### config.mk
export PLATFORM = sky130hd
export DESIGN_NAME = dcache_controller_flat
export DESIGN_NICKNAME = d
export VERILOG_FILES = /design/src/rtl/dcache_pkg.sv /design/src/rtl/dcache_controller_if.sv /design/src/rtl/dcache_array.sv /design/src/rtl/dcache_controller_chk.sv /design/src/rtl/dcache_controller.sv /design/src/flat_wrapper.sv
export SDC_FILE = /design/constraint.sdc
export NUM_CORES = 2
export LEC_CHECK = 0
export ABC_AREA = 1
export BUFFER_PORTS_ARGS = -buffer_cell sky130_fd_sc_hd__buf_2
export CORE_MARGIN = 2
export CORE_UTILIZATION = 35
export CTS_CLUSTER_DIAMETER = 200
export CTS_CLUSTER_SIZE = 12
export DETAILED_ROUTE_END_ITERATION = 6
export PLACE_DENSITY = 0.55
export SLEW_MARGIN = 0
export SYNTH_ARGS = -nofsm -noshare
export SYNTH_HDL_FRONTEND = slang
export SYNTH_MEMORY_MAX_BITS = 65536
export SYNTH_SLANG_ARGS = --single-unit
### constraint.sdc
create_clock -name clk -period 9.3 [get_ports clk]
set_input_delay 0.465 -clock clk [delete_from_list [all_inputs] [get_ports clk]]
set_output_delay 0.465 -clock clk [all_outputs]
set_load 0.02 [all_outputs]
### src/rtl/dcache_pkg.sv
// Shared types, widths and address helpers for the data cache controller.
// The optional hit/miss statistics block is enabled by defining DCACHE_STATS_EN.
package dcache_pkg;

    localparam int ADDR_W      = 12;
    localparam int DATA_W      = 32;
    localparam int INDEX_W     = 5;
    localparam int BLOCK_WORDS = 4;
    localparam int OFF_W       = $clog2(BLOCK_WORDS);
    localparam int BYTE_W      = 2;
    localparam int TAG_W       = ADDR_W - INDEX_W - OFF_W - BYTE_W;
    localparam int LINES       = 1 << INDEX_W;

    typedef enum logic [1:0] {
        IDLE    = 2'd0,
        RD_MISS = 2'd1,
        REFILL  = 2'd2,
        WR_THRU = 2'd3
    } dcache_state_e;

    typedef struct packed {
        logic                                valid;
        logic [TAG_W-1:0]                    tag;
        logic [BLOCK_WORDS-1:0][DATA_W-1:0]  data;
    } dcache_line_t;

    typedef struct packed {
        logic [TAG_W-1:0]   tag;
        logic [INDEX_W-1:0] index;
        logic [OFF_W-1:0]   off;
        logic [BYTE_W-1:0]  byte_off;
    } dcache_addr_t;

    // Break a byte address into tag / line index / word offset / byte offset.
    function automatic dcache_addr_t split_addr(input logic [ADDR_W-1:0] a);
        dcache_addr_t f;
        f.tag      = a[ADDR_W-1 -: TAG_W];
        f.index    = a[BYTE_W+OFF_W +: INDEX_W];
        f.off      = a[BYTE_W +: OFF_W];
        f.byte_off = a[BYTE_W-1:0];
        return f;
    endfunction

    // Line-aligned base address used for block refills.
    function automatic logic [ADDR_W-1:0] block_base(input logic [ADDR_W-1:0] a);
        return {a[ADDR_W-1:OFF_W+BYTE_W], {(OFF_W+BYTE_W){1'b0}}};
    endfunction

endpackage

### src/rtl/dcache_controller_if.sv
// Core-side and memory-side signal bundle of the data cache controller.
// master = core/memory environment, slave = the cache controller.
interface dcache_controller_if;
    import dcache_pkg::*;

    // core side
    logic                          MemRead;
    logic                          MemWrite;
    logic [ADDR_W-1:0]             addr;
    logic [DATA_W-1:0]             wdata;
    logic [DATA_W-1:0]             ReadData_m;
    logic                          Stall;
    // main memory side
    logic                          mem_rd_req;
    logic                          mem_wr_req;
    logic [ADDR_W-1:0]             mem_addr;
    logic [DATA_W-1:0]             mem_wdata;
    logic [DATA_W*BLOCK_WORDS-1:0] mem_rdata;
    logic                          mem_ready;

    modport master (
        output MemRead, MemWrite, addr, wdata, mem_rdata, mem_ready,
        input  ReadData_m, Stall, mem_rd_req, mem_wr_req, mem_addr, mem_wdata
    );

    modport slave (
        input  MemRead, MemWrite, addr, wdata, mem_rdata, mem_ready,
        output ReadData_m, Stall, mem_rd_req, mem_wr_req, mem_addr, mem_wdata
    );

endinterface

### src/rtl/dcache_array.sv
// Valid/tag/data storage for the direct-mapped cache.
// Valid bits clear asynchronously on reset; tag and data are never reset.
module dcache_array
    import dcache_pkg::*;
(
    input  logic                               clk,
    input  logic                               rst,
    input  logic [INDEX_W-1:0]                 rd_index,
    output dcache_line_t                       rd_line,
    input  logic                               line_we,
    input  logic [INDEX_W-1:0]                 line_index,
    input  logic [TAG_W-1:0]                   line_tag,
    input  logic [BLOCK_WORDS-1:0][DATA_W-1:0] line_data,
    input  logic                               word_we,
    input  logic [INDEX_W-1:0]                 word_index,
    input  logic [OFF_W-1:0]                   word_off,
    input  logic [DATA_W-1:0]                  word_data
);

    logic [LINES-1:0]                   valid_q;
    logic [LINES-1:0]                   valid_d;
    logic [TAG_W-1:0]                   tag_q  [LINES];
    logic [BLOCK_WORDS-1:0][DATA_W-1:0] data_q [LINES];

    // A completed refill marks its line valid; nothing else changes validity.
    always_comb begin
        valid_d = valid_q;
        if (line_we) begin
            valid_d[line_index] = 1'b1;
        end else begin
            valid_d = valid_q;
        end
    end

    // Valid register with asynchronous invalidate-all.
    always_ff @(posedge clk or posedge rst) begin
        if (rst) begin
            valid_q <= {LINES{1'b0}};
        end else begin
            valid_q <= valid_d;
        end
    end

    // Tag/data storage: whole-line refill or single-word store-hit update.
    always_ff @(posedge clk) begin
        if (line_we) begin
            tag_q[line_index]  <= line_tag;
            data_q[line_index] <= line_data;
        end else if (word_we) begin
            data_q[word_index][word_off] <= word_data;
        end
    end

    // Asynchronous read of the addressed line for the hit check.
    always_comb begin
        rd_line.valid = valid_q[rd_index];
        rd_line.tag   = tag_q[rd_index];
        rd_line.data  = data_q[rd_index];
    end

endmodule

### src/rtl/dcache_controller_chk.sv
// Simulation-only protocol checks on the core request interface.
module dcache_controller_chk (
    input logic clk,
    input logic rst,
    input logic mem_read,
    input logic mem_write
);

    // A load and a store in the same cycle is illegal; the store gets serviced.
    read_write_exclusive_a : assert property (@(posedge clk) disable iff (rst)
        !(mem_read && mem_write))
        else $error("dcache: MemRead and MemWrite asserted in the same cycle");

endmodule

### src/rtl/dcache_controller.sv
// Direct-mapped, write-through, no-write-allocate data cache controller.
// Read hits return data combinationally; misses refill a whole line and
// return the word registered in the REFILL cycle. Stores always go to memory.
// Define DCACHE_STATS_EN to add saturating hit_cnt/miss_cnt outputs.
module dcache_controller
    import dcache_pkg::*;
(
    input  logic               clk,
    input  logic               RST,
    dcache_controller_if.slave bus
`ifdef DCACHE_STATS_EN
    ,
    output logic [31:0]        hit_cnt,
    output logic [31:0]        miss_cnt
`endif
);

    dcache_state_e                      state_q, state_d;
    logic [DATA_W-1:0]                  rdata_q, rdata_d;
    logic                               mem_rd_req_q, mem_rd_req_d;
    logic                               mem_wr_req_q, mem_wr_req_d;
    logic [ADDR_W-1:0]                  mem_addr_q, mem_addr_d;
    logic [DATA_W-1:0]                  mem_wdata_q, mem_wdata_d;
    logic [OFF_W-1:0]                   req_off_q, req_off_d;

    dcache_addr_t                       req_f;
    dcache_addr_t                       fill_f;
    dcache_line_t                       rd_line;
    logic [BLOCK_WORDS-1:0][DATA_W-1:0] fill_block_s;
    logic                               hit_s;
    logic [DATA_W-1:0]                  hit_word_s;
    logic                               stall_s;
    logic [DATA_W-1:0]                  rdata_out_s;
    logic                               line_we_s;
    logic                               word_we_s;
    logic                               hit_evt_s;
    logic                               miss_evt_s;
    logic                               unused_s;

    // The refill target comes from the latched block address, so the line
    // is written to the right place even if the core address moves.
    assign req_f        = split_addr(bus.addr);
    assign fill_f       = split_addr(mem_addr_q);
    assign fill_block_s = bus.mem_rdata;
    assign hit_s        = rd_line.valid && (rd_line.tag == req_f.tag);
    assign hit_word_s   = rd_line.data[req_f.off];
    assign unused_s     = ^{req_f.byte_off, fill_f.off, fill_f.byte_off};

    dcache_array u_array (
        .clk        (clk),
        .rst        (RST),
        .rd_index   (req_f.index),
        .rd_line    (rd_line),
        .line_we    (line_we_s),
        .line_index (fill_f.index),
        .line_tag   (fill_f.tag),
        .line_data  (fill_block_s),
        .word_we    (word_we_s),
        .word_index (req_f.index),
        .word_off   (req_f.off),
        .word_data  (bus.wdata)
    );

    // Next-state, request and core-facing output logic.
    always_comb begin
        state_d      = state_q;
        rdata_d      = rdata_q;
        mem_rd_req_d = mem_rd_req_q;
        mem_wr_req_d = mem_wr_req_q;
        mem_addr_d   = mem_addr_q;
        mem_wdata_d  = mem_wdata_q;
        req_off_d    = req_off_q;
        stall_s      = 1'b0;
        rdata_out_s  = rdata_q;
        line_we_s    = 1'b0;
        word_we_s    = 1'b0;
        hit_evt_s    = 1'b0;
        miss_evt_s   = 1'b0;

        case (state_q)
            IDLE: begin
                if (bus.MemWrite) begin
                    // Store takes priority over a simultaneous load.
                    stall_s      = 1'b1;
                    state_d      = WR_THRU;
                    mem_wr_req_d = 1'b1;
                    mem_addr_d   = bus.addr;
                    mem_wdata_d  = bus.wdata;
                    word_we_s    = hit_s;
                    hit_evt_s    = hit_s;
                    miss_evt_s   = !hit_s;
                end else if (bus.MemRead) begin
                    if (hit_s) begin
                        rdata_out_s = hit_word_s;
                        rdata_d     = hit_word_s;
                        hit_evt_s   = 1'b1;
                    end else begin
                        stall_s      = 1'b1;
                        state_d      = RD_MISS;
                        mem_rd_req_d = 1'b1;
                        mem_addr_d   = block_base(bus.addr);
                        req_off_d    = req_f.off;
                        miss_evt_s   = 1'b1;
                    end
                end else begin
                    stall_s = 1'b0;
                end
            end
            RD_MISS: begin
                stall_s = 1'b1;
                if (bus.mem_ready) begin
                    line_we_s    = 1'b1;
                    rdata_d      = fill_block_s[req_off_q];
                    mem_rd_req_d = 1'b0;
                    state_d      = REFILL;
                end else begin
                    state_d = RD_MISS;
                end
            end
            REFILL: begin
                // Core consumes the registered word this cycle.
                state_d = IDLE;
            end
            WR_THRU: begin
                if (bus.mem_ready) begin
                    mem_wr_req_d = 1'b0;
                    state_d      = IDLE;
                end else begin
                    stall_s = 1'b1;
                end
            end
            default: begin
                state_d      = IDLE;
                mem_rd_req_d = 1'b0;
                mem_wr_req_d = 1'b0;
            end
        endcase
    end

    // Controller state and memory-request registers.
    always_ff @(posedge clk or posedge RST) begin
        if (RST) begin
            state_q      <= IDLE;
            rdata_q      <= {DATA_W{1'b0}};
            mem_rd_req_q <= 1'b0;
            mem_wr_req_q <= 1'b0;
            mem_addr_q   <= {ADDR_W{1'b0}};
            mem_wdata_q  <= {DATA_W{1'b0}};
            req_off_q    <= {OFF_W{1'b0}};
        end else begin
            state_q      <= state_d;
            rdata_q      <= rdata_d;
            mem_rd_req_q <= mem_rd_req_d;
            mem_wr_req_q <= mem_wr_req_d;
            mem_addr_q   <= mem_addr_d;
            mem_wdata_q  <= mem_wdata_d;
            req_off_q    <= req_off_d;
        end
    end

    // Core outputs are forced quiet while reset is held, even with a request pending.
    assign bus.Stall      = stall_s & ~RST;
    assign bus.ReadData_m = RST ? {DATA_W{1'b0}} : rdata_out_s;
    assign bus.mem_rd_req = mem_rd_req_q;
    assign bus.mem_wr_req = mem_wr_req_q;
    assign bus.mem_addr   = mem_addr_q;
    assign bus.mem_wdata  = mem_wdata_q;

`ifdef DCACHE_STATS_EN
    logic [31:0] hit_cnt_q, hit_cnt_d;
    logic [31:0] miss_cnt_q, miss_cnt_d;

    // Saturating hit/miss event counters.
    always_comb begin
        hit_cnt_d  = hit_cnt_q;
        miss_cnt_d = miss_cnt_q;
        if (hit_evt_s && (hit_cnt_q != 32'hFFFF_FFFF)) begin
            hit_cnt_d = hit_cnt_q + 32'd1;
        end else begin
            hit_cnt_d = hit_cnt_q;
        end
        if (miss_evt_s && (miss_cnt_q != 32'hFFFF_FFFF)) begin
            miss_cnt_d = miss_cnt_q + 32'd1;
        end else begin
            miss_cnt_d = miss_cnt_q;
        end
    end

    // Counter registers.
    always_ff @(posedge clk or posedge RST) begin
        if (RST) begin
            hit_cnt_q  <= 32'd0;
            miss_cnt_q <= 32'd0;
        end else begin
            hit_cnt_q  <= hit_cnt_d;
            miss_cnt_q <= miss_cnt_d;
        end
    end

    assign hit_cnt  = hit_cnt_q;
    assign miss_cnt = miss_cnt_q;
`else
    logic unused_stats_s;
    assign unused_stats_s = hit_evt_s ^ miss_evt_s;
`endif

`ifndef SYNTHESIS
    dcache_controller_chk u_chk (
        .clk       (clk),
        .rst       (RST),
        .mem_read  (bus.MemRead),
        .mem_write (bus.MemWrite)
    );
`endif

endmodule

### src/flat_wrapper.sv
// flat-port wrapper written by rule: the top's interface ports become plain ports
module dcache_controller_flat import dcache_pkg::*;
  (clk, RST, bus_MemRead, bus_MemWrite, bus_addr, bus_wdata, bus_mem_rdata, bus_mem_ready, bus_ReadData_m, bus_Stall, bus_mem_rd_req, bus_mem_wr_req, bus_mem_addr, bus_mem_wdata);
  dcache_controller_if bus_i ();
  input  logic clk;
  input  logic RST;
  input wire logic [$bits(bus_i.MemRead)-1:0] bus_MemRead;
  input wire logic [$bits(bus_i.MemWrite)-1:0] bus_MemWrite;
  input wire logic [$bits(bus_i.addr)-1:0] bus_addr;
  input wire logic [$bits(bus_i.wdata)-1:0] bus_wdata;
  input wire logic [$bits(bus_i.mem_rdata)-1:0] bus_mem_rdata;
  input wire logic [$bits(bus_i.mem_ready)-1:0] bus_mem_ready;
  output wire logic [$bits(bus_i.ReadData_m)-1:0] bus_ReadData_m;
  output wire logic [$bits(bus_i.Stall)-1:0] bus_Stall;
  output wire logic [$bits(bus_i.mem_rd_req)-1:0] bus_mem_rd_req;
  output wire logic [$bits(bus_i.mem_wr_req)-1:0] bus_mem_wr_req;
  output wire logic [$bits(bus_i.mem_addr)-1:0] bus_mem_addr;
  output wire logic [$bits(bus_i.mem_wdata)-1:0] bus_mem_wdata;
  assign bus_i.MemRead = bus_MemRead;
  assign bus_i.MemWrite = bus_MemWrite;
  assign bus_i.addr = bus_addr;
  assign bus_i.wdata = bus_wdata;
  assign bus_i.mem_rdata = bus_mem_rdata;
  assign bus_i.mem_ready = bus_mem_ready;
  assign bus_ReadData_m = bus_i.ReadData_m;
  assign bus_Stall = bus_i.Stall;
  assign bus_mem_rd_req = bus_i.mem_rd_req;
  assign bus_mem_wr_req = bus_i.mem_wr_req;
  assign bus_mem_addr = bus_i.mem_addr;
  assign bus_mem_wdata = bus_i.mem_wdata;
  dcache_controller u_core (.clk(clk), .RST(RST), .bus(bus_i));
endmodule
* Yosys cells after proc, flatten, opt, wreduce, memory -nomap -nowiden
Memory sizes are Yosys's and may differ from the RTL's. Cells that the tools add are included.
Cells by class: order comparisons 6, equality and inequality tests 13, mux-type cells 50, bitwise logic cells 5, reduce and logical (&&, ||, !) cells 15
Operators by type and width (count):
- 128-bit two-way mux | 3
- 32-bit two-way mux | 9
- 32-bit binary-select mux with 2-bit select | 2
- 128-bit OR reduction | 1
- 32-bit demux with 2-bit select | 1
- 32-bit one-hot mux with 2 select lines | 1
- 12-bit two-way mux | 3
- 32-bit bitwise OR | 1
- 1-bit two-way mux | 19
- 2-bit != test (second input constant) | 7
- 5-bit by 6-bit less-than comparator with 1-bit output (second input constant) | 2
- 2-bit two-way mux | 5
- 3-bit AND reduction | 3
- 2-bit one-hot mux with 4 select lines | 1
- 2-bit by 3-bit less-than comparator with 1-bit output (second input constant) | 2
- 3-bit != test (second input constant) | 2
- 2-bit nonzero test | 3
- 1-bit binary-select mux with 5-bit select | 1
- 1-bit demux with 5-bit select | 1
- 5-bit by 1-bit greater-or-equal comparator with 1-bit output (second input constant) | 1
- 5-bit two-way mux | 1
- 5-bit AND reduction | 1
- 2-bit equality test (second input constant) | 2
- 1-bit one-hot mux with 2 select lines | 2
- 10 further kinds | 15
Word-level totals: flip-flop bits (word level) 114, RAM bits 4192, bits of input ports 177, output and inout port bits 79, logic and storage cells 99, memories kept 2
Memories:
- u_core.u_array.data_q | words 32, bits a word 128, read ports 1, clocked after Yosys merged registers in 0, wr ports 1, RTL line dcache_array.sv:23 | logic [BLOCK_WORDS-1:0][DATA_W-1:0] data_q [LINES];
- u_core.u_array.tag_q | words 32, bits a word 3, read ports 1, clocked after Yosys merged registers in 0, wr ports 1, RTL line dcache_array.sv:22 | logic [TAG_W-1:0] tag_q [LINES];

* Longest topological paths before layout
word-level depth 10, mapped depth 20, depth with buffers taken out 17

* Cells and area by module
From an unflattened synthesis, not the netlist that was laid out.
Second synthesis, totals: cells, all modules 15248, area, all modules 176281.6 um2
Modules (own cells, without submodules):
- dcache_array | instances 1, cells an instance 14058, area an instance 169314.9 um2, sequential area each 126681.5 um2
- dcache_controller | instances 1, cells an instance 1190, area an instance 6966.7 um2, sequential area each 2052.0 um2

* Worst setup path after synthesis
OpenSTA, ideal clock, no wires.
path kind input -> register, start in bus_addr[5], end mem u_core.u_array.data_q[1][64] (netlist name) (enable), setup time 0.461 ns, arrival 4.480 ns, required time 8.839 ns, setup slack 4.359 ns, stages on the path 18, buffers on the path 5, cells stage by stage buf_2 -> inv_2 -> buf_2 -> buf_4 -> nand3_1 -> nand3_1 -> nand3_1 -> nand3_1 -> nand2_1 -> nand2_1 -> nand2_1 -> nor2_4 -> nand3_2 -> buf_4 -> nand2_4 -> o21ai_2 -> buf_2 -> nor3_1
On the way: cells in the longest elaborated chain, start to end 10, elaborated cells on any way between the ends 13, those cells by class 1 x eq/ne; 9 x mux; 2 x reduce/logical; 1 x memory
RTL lines:
- start: declaration | RTL line flat_wrapper.sv:9 | input wire logic [$bits(bus_i.addr)-1:0] bus_addr;
- memory 32 x 3 bit / 1-bit binary-select mux with 5-bit select (equally long branches)
- 3-bit equality test / 1-bit two-way mux (equally long branches) | RTL line dcache_controller.sv:45, dcache_array.sv:56
- 1-bit logical AND | RTL line dcache_controller.sv:45 | assign hit_s = rd_line.valid && (rd_line.tag == req_f.tag);
- 1-bit two-way mux | RTL line dcache_controller.sv:82 | if (bus.MemWrite) begin
- 1-bit two-way mux | RTL line dcache_controller.sv:80 | case (state_q)
- 1-bit two-way mux | RTL line dcache_array.sv:49 | end else if (word_we) begin
- 1-bit two-way mux | RTL line dcache_array.sv:46 | if (line_we) begin
- 128-bit two-way mux (not written as such) | RTL line dcache_array.sv:50 | data_q[word_index][word_off] <= word_data;
- 128-bit OR reduction (no source line)
- 5-bit two-way mux (no source line) / 128-bit two-way mux (equally long branches)
- end: declaration | RTL line dcache_array.sv:23
Several ways; a longest one is shown, not always the timed one. The select of a mux whose other input is x is not followed.

* Final worst setup path
start in bus_addr[4], end out bus_ReadData_m[3]
On the way: cells in the longest elaborated chain, start to end 8, elaborated cells on any way between the ends 13, those cells by class 1 x eq/ne; 9 x mux; 1 x reduce/logical; 2 x memory
RTL lines:
- memory 32 x 128 bit (tied with other cells)
- 32-bit binary-select mux with 2-bit select (tied with other cells) | RTL line dcache_controller.sv:46 | assign hit_word_s = rd_line.data[req_f.off];
- 32-bit two-way mux (not written as such) / 1-bit logical AND (equally long branches) | RTL line dcache_controller.sv:46, dcache_controller.sv:45
- 32-bit two-way mux * | RTL line dcache_controller.sv:93 | if (hit_s) begin
- 32-bit two-way mux * | RTL line dcache_controller.sv:92 | end else if (bus.MemRead) begin
- 32-bit two-way mux * | RTL line dcache_controller.sv:82
- 32-bit two-way mux * | RTL line dcache_controller.sv:80
- 32-bit two-way mux * | RTL line dcache_controller.sv:163 | assign bus.ReadData_m = RST ? {DATA_W{1'b0}} : rdata_out_s;
- end: declaration | RTL line flat_wrapper.sv:13 | output wire logic [$bits(bus_i.ReadData_m)-1:0] bus_ReadData_m;
Mark *: on every way between the ends. The rest lies on a longest branch, timed or not. The select of a mux whose other input is x is not followed.

==> results.json <==
{
  "status": "finished with violations",
  "failed_checks": "capacitance limit, slew limit",
  "fin_nets": 14581,
  "power.density_nw_per_um2": 224,
  "slew_violations": 1,
  "n_fill_cell": 46545,
  "synthAdderAreaFrac": 0,
  "ys_top_cells_by_area": "edfxtp_1 (72%), nand2_1 (5.7%), o21ai_0 (5.0%)",
  "worstSetupPathType": "input pin to output port",
  "ant_nets": 0,
  "fp.dieH_um": 709,
  "critPathSlowestCell": "buf_4",
  "cp-start-kind": "input pin",
  "synth_top_family_by_area": "simple AND/OR/NAND/NOR gates",
  "syn-num-nets": 14505,
  "track_usage": 0.237,
  "cpPeakStageDelay_ns": 0.75,
  "synth_top_cell_by_area": "edfxtp_1",
  "skew_ns": 0.0924,
  "insertion_delay_ns": 1.02,
  "post_cts_buffers": 0,
  "syn_area_sq_um": 174000,
  "io_pins": 256,
  "worst_ir_drop_vdd_uv": 242,
  "r2r_cells": 15,
  "yosysSeqAreaShare": 0.740,
  "drc_errors": 0,
  "worst_ep_required_time_ns": 8.84,
  "worstSetupEndpointType": "output port",
  "synth_simple_gate_area_frac": 0.151,
  "r2r_start": "u_core.u_array.tag_q[9][0]$_DFFE_PP_",
  "synth_top_cell_area_share": 0.724,
  "vias": 120557,
  "fin_crit_ns": 6.37,
  "cts_hold_buf": 53,
  "clk_pin_slew_ns": 0.06,
  "syn_to_final_growth_pct": 12.5,
  "min_period_over_period": 0.685,
  "grt_pass1_vias": 110617,
  "critPathMostFrequentCell": "nand2_1",
  "numCtsBuffers": 396,
  "cts_resized": 0,
  "synth.area.mux_share": 0,
  "final_cell_mix": "edfxtp_1 (4192), nand2_1 (2609), nor2_1 (1708)",
  "crit_arrival_ns": 5.90,
  "r2r_slack_ns": 3.83,
  "setup_viol": 0,
  "finalSetupTns_ns": 0,
  "hold_viol_final": 0,
  "routed_via_density": 5.67,
  "cp_max_fo": 163,
  "grt_first_pass_wirelength_mm": 858,
  "ys_types": 29,
  "hold_path_depth": 5,
  "grt_max_degree": 184,
  "die_area_sq_um": 502000,
  "hp-start": "bus_MemWrite",
  "portBuffers": 255,
  "final_common_cell": "edfxtp_1",
  "postRouteWirelength_mm": 618,
  "pre_cts_ws_ns": 2.69,
  "timing.final.ws_setup_ns": 2.93,
  "std_cell_rows": 258,
  "hpwl_mm": 341,
  "hold_end": "u_core.bus.mem_rd_req$_DFFE_PP0P_",
  "max_cap_viol_count": 1,
  "seqCellArea_sq_um": 129000,
  "slew_headroom": -0.00546,
  "cts_tree": "done",
  "routedWlPerCell_um": 29.1,
  "antenna_found_initial": 37,
  "htree_levels": 5,
  "firstDrtPassIters": 6,
  "grt_setup_unrepaired": "no",
  "synth_seq_cells": 4306,
  "start_util": 0.352,
  "cts_root_buffer": "clkbuf_16",
  "synthXorXnorAreaFrac": 0,
  "overflow": 0,
  "drt-initial-drc-count": 17509,
  "design_power_total_mw": 43.8,
  "path_cells": "buf_12 > inv_8 > buf_12 > buf_4 > buf_4 > o21ai_0 > o22ai_1 > nand2_1 > nand3_1 > nand3_1 > nand2_1 > nand2_1 > nand4_1 > nand2_1 > nand3_1 > nand2_1 > inv_1 > buf_2",
  "place_congestion": 0.864,
  "worst_pin_slew_ns": 1.49,
  "holdCritPathClass": "input pin to register",
  "fmax_mhz": 157,
  "die_x_um": 709,
  "netlist_instances": 14328,
  "leakage_nw": 66.0,
  "drive_gt1_frac": 0.0920,
  "postSynthAreaPerCell_sq_um": 12.1,
  "multi_input_area_sq_um": 41500,
  "core_sq_um": 494000,
  "synth-compound-area-share": 0.0813,
  "clockBufferDepth": 4,
  "clock_sinks": 4306,
  "yosysWarnings": 0,
  "rr_endpoint": "u_core.u_array.data_q[13][58]$_DFFE_PP_",
  "critPathLaunch": "bus_addr[4]",
  "final_util": 0.396
}
cell usage after synthesis, drive strengths merged:
cell and count:
nand3 1665, o22ai 801, buf 270, nor3 129, clkinv 3, nand2 2631, inv 150, edfxtp 4192
or2 30, nor2 1717, nand3b 1, o21ai 1759, nand4 43, dfrtp 114, clkbuf 763, a21oi 60
state kept, by name, indices dropped and copies added (netlist names):
signal / cells
u_core.u_array.data_q: 4096
u_core.u_array.tag_q: 96
u_core.bus.mem_wdata: 32
u_core.rdata_q: 32
u_core.u_array.valid_q: 32
u_core.bus.mem_addr: 12
u_core.req_off_q: 2
u_core.state_q: 2
u_core.bus.mem_rd_req: 1
u_core.bus.mem_wr_req: 1
per-stage QoR:
stage | area [sq um] | cells | hold WS [ns]
6_report | 196000 | 21272 | 0.0853
3_5_place_dp | 184000 | 20583 | 0.453
5_1_grt | 196000 | 21261 | 0.0861
2_1_floorplan | 174000 | 14328 | 0.424
3_3_place_gp | 184000 | 20583 | 0.449
4_1_cts | 196000 | 21257 | 0.00901
where the power goes:
part	leakage [nW]	total, mW	internal, mW	switching, mW
Clock	5.36	15.2	7.92	7.23
Combinational	21.6	6.32	1.27	5.05
Sequential	39.1	22.3	22.0	0.258
Total	66.0	43.8	31.2	12.5
worst max path at each step:
stage | to | slack, ns
2_1_floorplan | u_core.u_array.data_q[1][64]$_DFFE_PP_ | 4.36
3_3_place_gp | u_core.u_array.data_q[13][42]$_DFFE_PP_ | 2.79
3_5_place_dp | u_core.u_array.data_q[13][42]$_DFFE_PP_ | 2.69
4_1_cts | bus_ReadData_m[29] | 3.03
5_1_grt | bus_ReadData_m[21] | 2.65
6_report | bus_ReadData_m[3] | 2.93
cells by family (layout without fill, tap and decap cells):
family	after synthesis	after routing
flip-flops	4306	4306
other	0	15
buffers and inverters	1186	1485
AND/OR/NAND/NOR	6216	6216
AO/OA/AOI/OAI	2620	2620
final cells by class:
class / instances / area share
clock buffers: 596 / 0.0548
flip-flops and latches: 4306 / 0.658
repair buffers: 711 / 0.0265
clock inverters: 25 / 0.00245
diodes: 15 / 0.000192
multi-input cells: 8836 / 0.212
well taps: 6630 / 0.0424
inverters: 153 / 0.00320
worst max-delay path, delay by kind of cell:
kind | cells | cell delay, ns
simple gates | 9 | 1.32
compound gates | 2 | 0.38
buf+inv | 7 | 3.07
metal layers:
layer | up-vias | wire length [um] | part of all wire | global-route usage
li1 | 51983 | - | - | -
met1 | 60987 | 254000 | 0.41 | 0.337
met2 | 6658 | 270000 | 0.44 | 0.357
met5 | - | 55 | 0.000089 | 0.00442
met3 | 919 | 71700 | 0.12 | 0.0592
met4 | 10 | 22500 | 0.036 | 0.0763
Power figures use the tool's default switching activity.
